**config.mk**
```make
export PLATFORM = sky130hd
export DESIGN_NAME = ice_bridge_flat
export DESIGN_NICKNAME = d
export VERILOG_FILES = /design/src/rtl/ice_bridge_if.sv /design/src/rtl/ice_bridge.sv /design/src/flat_wrapper.sv
export SDC_FILE = /design/constraint.sdc
export NUM_CORES = 1
export LEC_CHECK = 0
export ABC_AREA = 0
export CORE_MARGIN = 10
export CORE_UTILIZATION = 44
export CTS_CLUSTER_SIZE = 25
export DETAILED_ROUTE_END_ITERATION = 8
export PLACE_DENSITY_LB_ADDON = 0.08
export REMOVE_ABC_BUFFERS = 1
export SETUP_SLACK_MARGIN = 0.1
export SYNTH_ARGS = -nofsm -noshare
export SYNTH_HDL_FRONTEND = slang
export SYNTH_SLANG_ARGS = --single-unit
```
**constraint.sdc**
```tcl
create_clock -name clk -period 2 [get_ports clk]
set_input_delay 0.3 -clock clk [delete_from_list [all_inputs] [get_ports clk]]
set_output_delay 0.3 -clock clk [all_outputs]
set_load 0.01 [all_outputs]
```
**src/rtl/ice_bridge_if.sv**
```systemverilog
// Byte-stream and bus-master signal bundle for the ICE bridge.
// The master modport is the bridge side. The slave modport is the host/bus side.
interface ice_bridge_if #(
  parameter int AW = 16,
  parameter int DW = 16
);
  logic [7:0]    rx_data;
  logic          rx_valid;
  logic          rx_ready;
  logic [7:0]    tx_data;
  logic          tx_valid;
  logic          tx_ready;
  logic          bus_req;
  logic          bus_we;
  logic [AW-1:0] bus_addr;
  logic [DW-1:0] bus_wdata;
  logic          bus_ack;
  logic [DW-1:0] bus_rdata;

  modport master (
    input  rx_data, rx_valid, tx_ready, bus_ack, bus_rdata,
    output rx_ready, tx_data, tx_valid, bus_req, bus_we, bus_addr, bus_wdata
  );

  modport slave (
    output rx_data, rx_valid, tx_ready, bus_ack, bus_rdata,
    input  rx_ready, tx_data, tx_valid, bus_req, bus_we, bus_addr, bus_wdata
  );
endinterface

```
**src/rtl/ice_bridge.sv**
```systemverilog
// ICE bridge: decodes nibble commands from a byte stream into bus cycles and core controls.
// Responses go out as acknowledge bytes or as nibble-per-byte dumps of the data register.
module ice_bridge #(
   parameter int AW      = 16,
   parameter int DW      = 16,
   parameter int TIMEOUT = 255
) (
   input  logic          clk,
   input  logic          rst_n,
   ice_bridge_if.master  bus_if,
   output logic          core_reset,
   output logic [1:0]    core_state,
   output logic          pc_load,
   output logic [DW-1:0] pc_value,
   input  logic [DW-1:0] core_pc,
   output logic          stat_ovr
);

   typedef enum logic [1:0] {IDLE, BUS, TX_ACK, TX_DATA} state_t;

   localparam logic [15:0] TMO_LAST = 16'(TIMEOUT - 1);
   localparam logic [3:0]  LAST_NIB = 4'(DW / 4 - 1);

   state_t        state, state_nxt;
   logic [AW-1:0] addr;
   logic [DW-1:0] data;
   logic          we;
   logic          inc;
   logic [15:0]   tmo_cnt;
   logic [7:0]    ack_byte;
   logic [3:0]    byte_idx;

   logic [3:0]    cmd, nib, nib_sel;
   logic [DW-1:0] shifted;
   logic          accept, timed_out, tx_last;

   assign cmd       = bus_if.rx_data[7:4];
   assign nib       = bus_if.rx_data[3:0];
   assign accept    = bus_if.rx_valid && (state == IDLE);
   assign timed_out = (state == BUS) && !bus_if.bus_ack && (tmo_cnt == TMO_LAST);
   assign tx_last   = (byte_idx == LAST_NIB);
   assign nib_sel   = LAST_NIB - byte_idx;
   assign shifted   = data >> {nib_sel, 2'b00};
   assign pc_value  = data;

   // NOTE: sequential state is written with <= so every flop samples pre-edge values.
   always_ff @(posedge clk or negedge rst_n) begin
      if (!rst_n) state <= IDLE;
      else        state <= state_nxt;
   end

   // NOTE: every combinational output gets a default first so no latch is inferred.
   always_comb begin
      state_nxt = state;
      case (state)
         IDLE: if (accept) begin
            case (cmd)
               4'h0, 4'h1, 4'h2, 4'hB: state_nxt = IDLE;
               4'h8, 4'h9:             state_nxt = BUS;
               4'hA:                   state_nxt = TX_DATA;
               default:                state_nxt = TX_ACK;
            endcase
         end
         BUS: begin
            if (bus_if.bus_ack) state_nxt = we ? TX_ACK : TX_DATA;
            else if (timed_out) state_nxt = TX_ACK;
         end
         TX_ACK:  if (bus_if.tx_ready) state_nxt = IDLE;
         TX_DATA: if (bus_if.tx_ready && tx_last) state_nxt = IDLE;
         default: state_nxt = IDLE;
      endcase
   end

   always_comb begin
      bus_if.rx_ready  = (state == IDLE);
      bus_if.bus_req   = (state == BUS);
      bus_if.bus_we    = (state == BUS) && we;
      bus_if.bus_addr  = addr;
      bus_if.bus_wdata = data;
      bus_if.tx_valid  = 1'b0;
      bus_if.tx_data   = 8'h00;
      case (state)
         TX_ACK: begin
            bus_if.tx_valid = 1'b1;
            bus_if.tx_data  = ack_byte;
         end
         TX_DATA: begin
            bus_if.tx_valid = 1'b1;
            bus_if.tx_data  = {4'h5, shifted[3:0]};
         end
         default: ;
      endcase
   end

   always_ff @(posedge clk or negedge rst_n) begin
      if (!rst_n) begin
         addr       <= '0;
         data       <= '0;
         we         <= 1'b0;
         inc        <= 1'b0;
         tmo_cnt    <= '0;
         ack_byte   <= 8'h00;
         byte_idx   <= '0;
         core_reset <= 1'b1;
         core_state <= 2'd0;
         pc_load    <= 1'b0;
         stat_ovr   <= 1'b0;
      end else begin
         pc_load <= 1'b0;
         case (state)
            IDLE: if (accept) begin
               case (cmd)
                  4'h0: addr <= (addr << 4) | AW'(nib);
                  4'h1: data <= (data << 4) | DW'(nib);
                  4'h2: begin
                     addr <= '0;
                     data <= '0;
                  end
                  4'h8, 4'h9: begin
                     we      <= (cmd == 4'h8);
                     inc     <= nib[0];
                     tmo_cnt <= '0;
                  end
                  4'hA: byte_idx <= '0;
                  4'hB: begin
                     case (nib)
                        4'h0: core_reset <= 1'b0;
                        4'h1: core_reset <= 1'b1;
                        4'h2: core_state <= 2'd0;
                        4'h3: core_state <= 2'd1;
                        4'h4: core_state <= 2'd2;
                        4'h5: pc_load    <= 1'b1;
                        4'h6: data       <= core_pc;
                        4'h7: stat_ovr   <= 1'b0;
                        default: ;
                     endcase
                  end
                  default: ack_byte <= 8'hE0;
               endcase
            end
            BUS: begin
               if (bus_if.bus_ack) begin
                  if (!we) data <= bus_if.bus_rdata;
                  if (inc)  addr <= addr + AW'(1);
                  if (we)   ack_byte <= 8'hA0;
                  else      byte_idx <= '0;
               end else if (timed_out) begin
                  ack_byte <= 8'hE1;
               end else begin
                  tmo_cnt <= tmo_cnt + 16'd1;
               end
            end
            TX_DATA: if (bus_if.tx_ready && !tx_last) byte_idx <= byte_idx + 4'd1;
            default: ;
         endcase
         // Placed last so an overrun in the same cycle as a clear leaves the flag set.
         if (bus_if.rx_valid && (state != IDLE)) stat_ovr <= 1'b1;
      end
   end

endmodule

```
**src/flat_wrapper.sv**
```systemverilog
// flat-port wrapper written by rule: the top's interface ports become plain ports
module ice_bridge_flat 
#(
   parameter int AW      = 16,
   parameter int DW      = 16,
   parameter int TIMEOUT = 255
)
  (clk, rst_n, core_reset, core_state, pc_load, pc_value, core_pc, stat_ovr, bus_if_rx_data, bus_if_rx_valid, bus_if_tx_ready, bus_if_bus_ack, bus_if_bus_rdata, bus_if_rx_ready, bus_if_tx_data, bus_if_tx_valid, bus_if_bus_req, bus_if_bus_we, bus_if_bus_addr, bus_if_bus_wdata);
  ice_bridge_if #(.AW(AW), .DW(DW)) bus_if_i ();
  input  logic clk;
  input  logic rst_n;
  output logic core_reset;
  output logic [1:0] core_state;
  output logic pc_load;
  output logic [DW-1:0] pc_value;
  input  logic [DW-1:0] core_pc;
  output logic stat_ovr;
  input wire logic [$bits(bus_if_i.rx_data)-1:0] bus_if_rx_data;
  input wire logic [$bits(bus_if_i.rx_valid)-1:0] bus_if_rx_valid;
  input wire logic [$bits(bus_if_i.tx_ready)-1:0] bus_if_tx_ready;
  input wire logic [$bits(bus_if_i.bus_ack)-1:0] bus_if_bus_ack;
  input wire logic [$bits(bus_if_i.bus_rdata)-1:0] bus_if_bus_rdata;
  output wire logic [$bits(bus_if_i.rx_ready)-1:0] bus_if_rx_ready;
  output wire logic [$bits(bus_if_i.tx_data)-1:0] bus_if_tx_data;
  output wire logic [$bits(bus_if_i.tx_valid)-1:0] bus_if_tx_valid;
  output wire logic [$bits(bus_if_i.bus_req)-1:0] bus_if_bus_req;
  output wire logic [$bits(bus_if_i.bus_we)-1:0] bus_if_bus_we;
  output wire logic [$bits(bus_if_i.bus_addr)-1:0] bus_if_bus_addr;
  output wire logic [$bits(bus_if_i.bus_wdata)-1:0] bus_if_bus_wdata;
  assign bus_if_i.rx_data = bus_if_rx_data;
  assign bus_if_i.rx_valid = bus_if_rx_valid;
  assign bus_if_i.tx_ready = bus_if_tx_ready;
  assign bus_if_i.bus_ack = bus_if_bus_ack;
  assign bus_if_i.bus_rdata = bus_if_bus_rdata;
  assign bus_if_rx_ready = bus_if_i.rx_ready;
  assign bus_if_tx_data = bus_if_i.tx_data;
  assign bus_if_tx_valid = bus_if_i.tx_valid;
  assign bus_if_bus_req = bus_if_i.bus_req;
  assign bus_if_bus_we = bus_if_i.bus_we;
  assign bus_if_bus_addr = bus_if_i.bus_addr;
  assign bus_if_bus_wdata = bus_if_i.bus_wdata;
  ice_bridge #(.AW(AW), .DW(DW), .TIMEOUT(TIMEOUT)) u_core (.clk(clk), .rst_n(rst_n), .bus_if(bus_if_i), .core_reset(core_reset), .core_state(core_state), .pc_load(pc_load), .pc_value(pc_value), .core_pc(core_pc), .stat_ovr(stat_ovr));
endmodule
```
Yosys cells after proc, flatten, opt, wreduce, memory -nomap -nowiden. Cells that the tools add are included. Widths: inputs -> output; s select.

Register bits after elaboration: 69. Input port bits: 45. Output and inout bits: 65. Word-level logic and storage cells: 138.

$add $sub $neg: 4. Equal/unequal tests: 35. Shift-type cells: 1. Muxes and demuxes: 49. Bitwise gates (word level): 2. Reduce and logical (&&, ||, !) cells: 35.

Operators by type and width (number): $mux 16 (11); $pmux 16 s2 (4); $pmux 16 s3 (1); $mux 8 (5); $add 16x1->16 const B (2); $or 16x4->16 (2); $pmux 8 s2 (2); $mux 4 (5); $eq 16x8->1 const B (1); $eq 4x2->1 const B (4); $eq 4x3->1 const B (4); $eq 4x4->1 const B (4); $reduce_and 4->1 (4); $shr 16x6->4 (1); $reduce_and 5->1 (3); $reduce_bool 2->1 (7); $ne 2x1->1 const B (6); $ne 2x2->1 const B (6); $pmux 2 s3 (2); $pmux 4 s3 (1); $reduce_and 6->1 (2); $mux 1 (11); $mux 2 (5); $eq 4x1->1 const B (2); 19 further kinds (31).

Depth between registers and ports, before layout.
Depth in word-level cells: 6. Gate-level depth with buffers: 8. Gate-level depth less buffers: 7.

Worst setup path after synthesis. Ideal clock, no wire load.

Path kind: reg2reg. Start: register u_core.tmo_cnt[0]. End: register u_core.ack_byte[6]. Setup time: 0.125 ns. Arrival: 1.756 ns. Data required time: 1.875 ns. Path slack: 0.119 ns. Cell stages (with the launch flop): 8. Path buffers: 0. Clock period less this slack: 1.881 ns. Cell sequence: dfrtp_1 -> inv_1 -> ha_1 -> and4bb_1 -> nand4_2 -> a21o_1 -> nor3_2 -> mux2_2.

Word-level cells in the longest chain between the ends: 4.

Ends and longest elaborated chain: from (decl) (line ice_bridge.sv:29) `logic [15:0] tmo_cnt;`; from (signal assigned) (line ice_bridge.sv:150) `tmo_cnt <= tmo_cnt + 16'd1;`; $eq 16x8->1 (line ice_bridge.sv:40) `assign timed_out = (state == BUS) && !bus_if.bus_ack && (tmo_cnt == TMO_LAST);`; $logic_and 1x1->1 (line ice_bridge.sv:40); $ne 3x2->1 (no line); $reduce_and 5->1 (no line); to (signal assigned) (line ice_bridge.sv:102) `ack_byte <= 8'h00;`; to (signal assigned) (line ice_bridge.sv:138) `default: ack_byte <= 8'hE0;`; to (signal assigned) (line ice_bridge.sv:145) `if (we) ack_byte <= 8'hA0;`; to (decl) (line ice_bridge.sv:30) `logic [7:0] ack_byte;`.

Every way passes these cells. A chain may end at the register's enable or synchronous reset.

Worst setup path after layout.
Start: register u_core.byte_idx[2]. End: output bus_if_tx_data[2].

Word-level cells in the longest chain between the ends: 3.

Ends and longest elaborated chain: from (decl) (line ice_bridge.sv:31) `logic [3:0] byte_idx;`; from (signal assigned) (line ice_bridge.sv:153) `TX_DATA: if (bus_if.tx_ready && !tx_last) byte_idx <= byte_idx + 4'd1;`; $sub 2x4->4 (line ice_bridge.sv:42) `assign nib_sel = LAST_NIB - byte_idx;`; $shr 16x6->4 (line ice_bridge.sv:43) `assign shifted = data >> {nib_sel, 2'b00};`; $pmux 8 s2 (line ice_bridge.sv:82) `case (state)`; to (decl) (line flat_wrapper.sv:24) `output wire logic [$bits(bus_if_i.tx_data)-1:0] bus_if_tx_data;`.

Every way passes these cells.

==> key figures <==
Die
  • Initial Util: 45.6%
  • Die Wd: between 100 and 150 µm
  • # rows: 35
  • Core area: roughly 9300 µm²
  • Ports: between 100 and 150
  • Die area: ~14000 µm²
  • Die height: 118 µm

GRT
  • First-pass GRT wire length: roughly 23000 µm
  • GRT Total Usage: roughly 20%
  • Initial antenna violation count: 1
  • Overflow after GRT: 0
  • Vias in the first global route: 4400
  • Pin count of the biggest net entering global routing: between 60 and 70

Layout
  • Synth-to-layout area growth: 56.7%
  • Share of cells above drive strength 1: 30.2%
  • Design area: 6630 µm²
  • Non-Filler Instances: roughly 800
  • Layout net count: 713
  • Final design utilization: a little under three quarters

STA
  • Worst hold slack: around 0.47 ns
  • Tcrit/Tclk final: 105%
  • Worst Skew: approximately 0.013 ns
  • Worst-margin pin slew: 0.449 ns
  • RSZ-0062 raised after global routing: yes
  • Setup slack after layout: -0.0931 ns
  • Setup violations, final: 4
  • Max-slew headroom: a little over two thirds
  • Total negative setup slack: -0.271 ns
  • Final Max Slew Viols: 0
  • Final Hold Viols: 0
  • Tmin final: around 2.1 ns
  • Achievable Freq: about 480 MHz

Synthesis
  • Mapped Area: 4230 µm²
  • Area leader, netlist: dfrtp_1
  • XOR/XNOR share of the synthesized area: 0%
  • Post-Synth Simple-Gate Area: a little under a fifth
  • Synth Area in Adders: 1.48%
  • Library cells used by synthesis: between 70 and 80
  • Top cells by area, synth: dfrtp_1 (37%), o21ai_0 (5.4%), a21oi_1 (4.1%)
  • Compound-Gate Fraction of Synth Area: approximately 29%
  • Number of synthesized flops with an enable pin: 0
  • Mapped Cells: 480
  • Mux share of post-synthesis cell area: 3.14%
  • Top-area cell type share of the netlist area: 37.3%
  • Yosys reg bits: 64
  • Synth Warn #: 0
  • Async SR Flop Fraction: 100%
  • Post-synthesis average cell area: between 8 and 9 µm²
  • Seq/Total Area, Yosys: between 30% and 40%
  • Main combinational cell family by area after synthesis: compound AO/OA/AOI/OAI gates
  • Primary FF master, synth: dfrtp_1

Pwr
  • PwrDens: ~1100 nW/µm²
  • Sequential power share: approximately 29%
  • LEAKAGE: roughly 0.0029 µW
  • Clk network pwr share: roughly 18%
  • Int Power: between 4000 and 5000 µW
  • Switching Fraction: between 30% and 40%
  • VDD IR max: around 740 µV
  • Switching power: 2750 µW
  • Comb pwr share: ~53%

Drt
  • Via/cell ratio: approximately 5.6
  • DR vias: between 4k and 5k
  • Drt wl/cell: between 15 and 20 µm
  • Initial drt markers: between 300 and 400
  • Post-route ant nets: 0
  • Drt drc: 0
  • First-pass DRT Iterations: 5
  • Routed Wire Length: around 15000 µm

Placed design
  • Placed Area: 5880 µm²
  • I/O Buffers: around 110
  • Dpl cells: 755
  • Routability cong.: just under 0.9
  • HPWL Detailed: slightly above 10000 µm

Clock tree
  • Clock tree sinks: 64
  • Clk Latency, worst-skew pair: 0.34 ns
  • Worst-path clk slew: about 0.070 ns
  • Clk root buf: clkbuf_8
  • Htree depth: 3
  • CTS Buf Count: 9
  • TritonCTS clock tree: done
  • Clk buf depth: 2

Critical path
  • Startpoint types: register
  • Worst Setup Path Type: reg -> out
  • WP data arrival: between 1.5 and 2 ns
  • Critical-path maximum fanout: 3
  • Nature of the critical path endpoint: output pin
  • Required time worst endpoint: between 1.5 and 2 ns

Job
  • Max cap viols: 0

Outcome
  • Status: complete, but fails checks
  • Failing checks: negative setup slack

Hold path
  • Hold Path Class: reg -> reg
-- kinds of logic (layout without fill, tap and decap cells) --
kind of cell | after synthesis | count (layout)
simple gates | 145 | 145
flops | 64 | 64
buf+inv | 84 | 271
fa+ha+maj | 5 | 5
mux | 8 | 8
other cells | 0 | 1
compound gates | 174 | 175
-- Yosys cell counts (all sizes together), types with 5 or more instances --
master,number
o21ai,46
nand3,9
a21oi,35
a31oi,5
dfrtp,63
o22ai,7
nor2,26
clkbuf,19
and3,5
nand4,6
nor3,8
o21a,6
nor2b,7
or4,6
a221o,12
o31ai,13
inv,32
nand2,44
ha,5
buf,33
or3,7
o211ai,15
-- power by group through the flow --
stage               sequential, µW  combinational (µW)  clock [µW]
floorplan                     2430                1220           0
global placement              2160                3560           0
detailed placement            2180                3630           0
CTS                           2160                3730        1350
global route                  2250                4210        1410
finish                        2180                3890        1340
-- per-stage QoR --
step	worst slack, ns	total power (µW)
2_1_floorplan	-0.983	3640
3_3_place_gp	-0.381	5720
3_5_place_dp	-0.431	5810
4_1_cts	-0.0940	7230
5_1_grt	-0.183	7870
6_report	-0.0931	7410
-- worst max-delay path, cell delays in order, from the launching register on --
cell	delay, ns
dfrtp_1	0.36
inv_1	0.05
ha_1	0.29
or3_4	0.38
buf_6	0.14
nor2b_1	0.10
buf_2	0.14
-- final timing paths --
check                                                    start                             end  slack (ns)  cells after the start
min in group asynchronous                                rst_n  u_core.byte_idx[1]$_DFFE_PN0P_        0.50                      3
worst min-delay path            u_core.ack_byte[5]$_DFFE_PN0P_  u_core.ack_byte[5]$_DFFE_PN0P_        0.47                      1
worst max-delay path            u_core.byte_idx[2]$_DFFE_PN0P_               bus_if_tx_data[2]       -0.09                      6
worst min register to register  u_core.ack_byte[5]$_DFFE_PN0P_  u_core.ack_byte[5]$_DFFE_PN0P_        0.47                      1
worst max register to register   u_core.tmo_cnt[0]$_DFFE_PN0P_   u_core.tmo_cnt[7]$_DFFE_PN0P_        0.01                      9
max in group asynchronous                                rst_n   u_core.core_reset$_DFFE_PN1P_        1.15                      3
-- sequential cells by signal, summed over array words and instances (netlist names) --
register and count:
u_core.pc_load 1, u_core.we 1, u_core.byte_idx 4, u_core.ack_byte 3
u_core.state 2, u_core.core_state 2, u_core.tmo_cnt 16, u_core.bus_if.bus_wdata 16
u_core.core_reset 1, u_core.inc 1, u_core.bus_if.bus_addr 16, u_core.stat_ovr 1
-- placed cells by master, fill, tap and decap left out, drive strengths merged, types with 12 or more instances in the layout --
| cell | Yosys | final |
|---|---|---|
| nand2 | 44 | 44 |
| o31ai | 13 | 13 |
| dfrtp | 63 | 63 |
| buf | 33 | 117 |
| inv | 32 | 32 |
| a221o | 12 | 12 |
| o211ai | 15 | 15 |
| clkbuf | 19 | 15 |
| o21ai | 46 | 46 |
| a21oi | 35 | 35 |
| clkdlybuf4s50 | 0 | 93 |
| nor2 | 26 | 26 |
-- layout make-up --
class	count	area, µm²
clock inverters	4	75.1
diodes	1	2.50
multi-input cells	333	2440
flip-flops and latches	64	1610
inverters	32	125
clock buffers	12	165
well taps	129	161
fillers	763	2660
repair buffers	223	2050
-- per-layer routing --
| metal | part of all wire [%] | GRT usage (%) | vias to the layer above |
|---|---|---|---|
| met2 | 50 | 33.5 | 152 |
| met5 | 0 | 0 | - |
| li1 | - | - | 2128 |
| met4 | 1.1 | 4.40 | 0 |
| met3 | 5.8 | 4.56 | 19 |
| met1 | 43 | 24.2 | 2174 |
-- timing repair --
item                                    in CTS  in global routing
hold buffers                                 1                  0
buffers inserted                             9                 13
endpoints found under the setup margin      35                 55
resized for setup                           56                 47
gates cloned                                 0                  3
pin swaps                                   16                 21
endpoints found under the hold margin       63                  0
(Power assumes the default switching activity.)
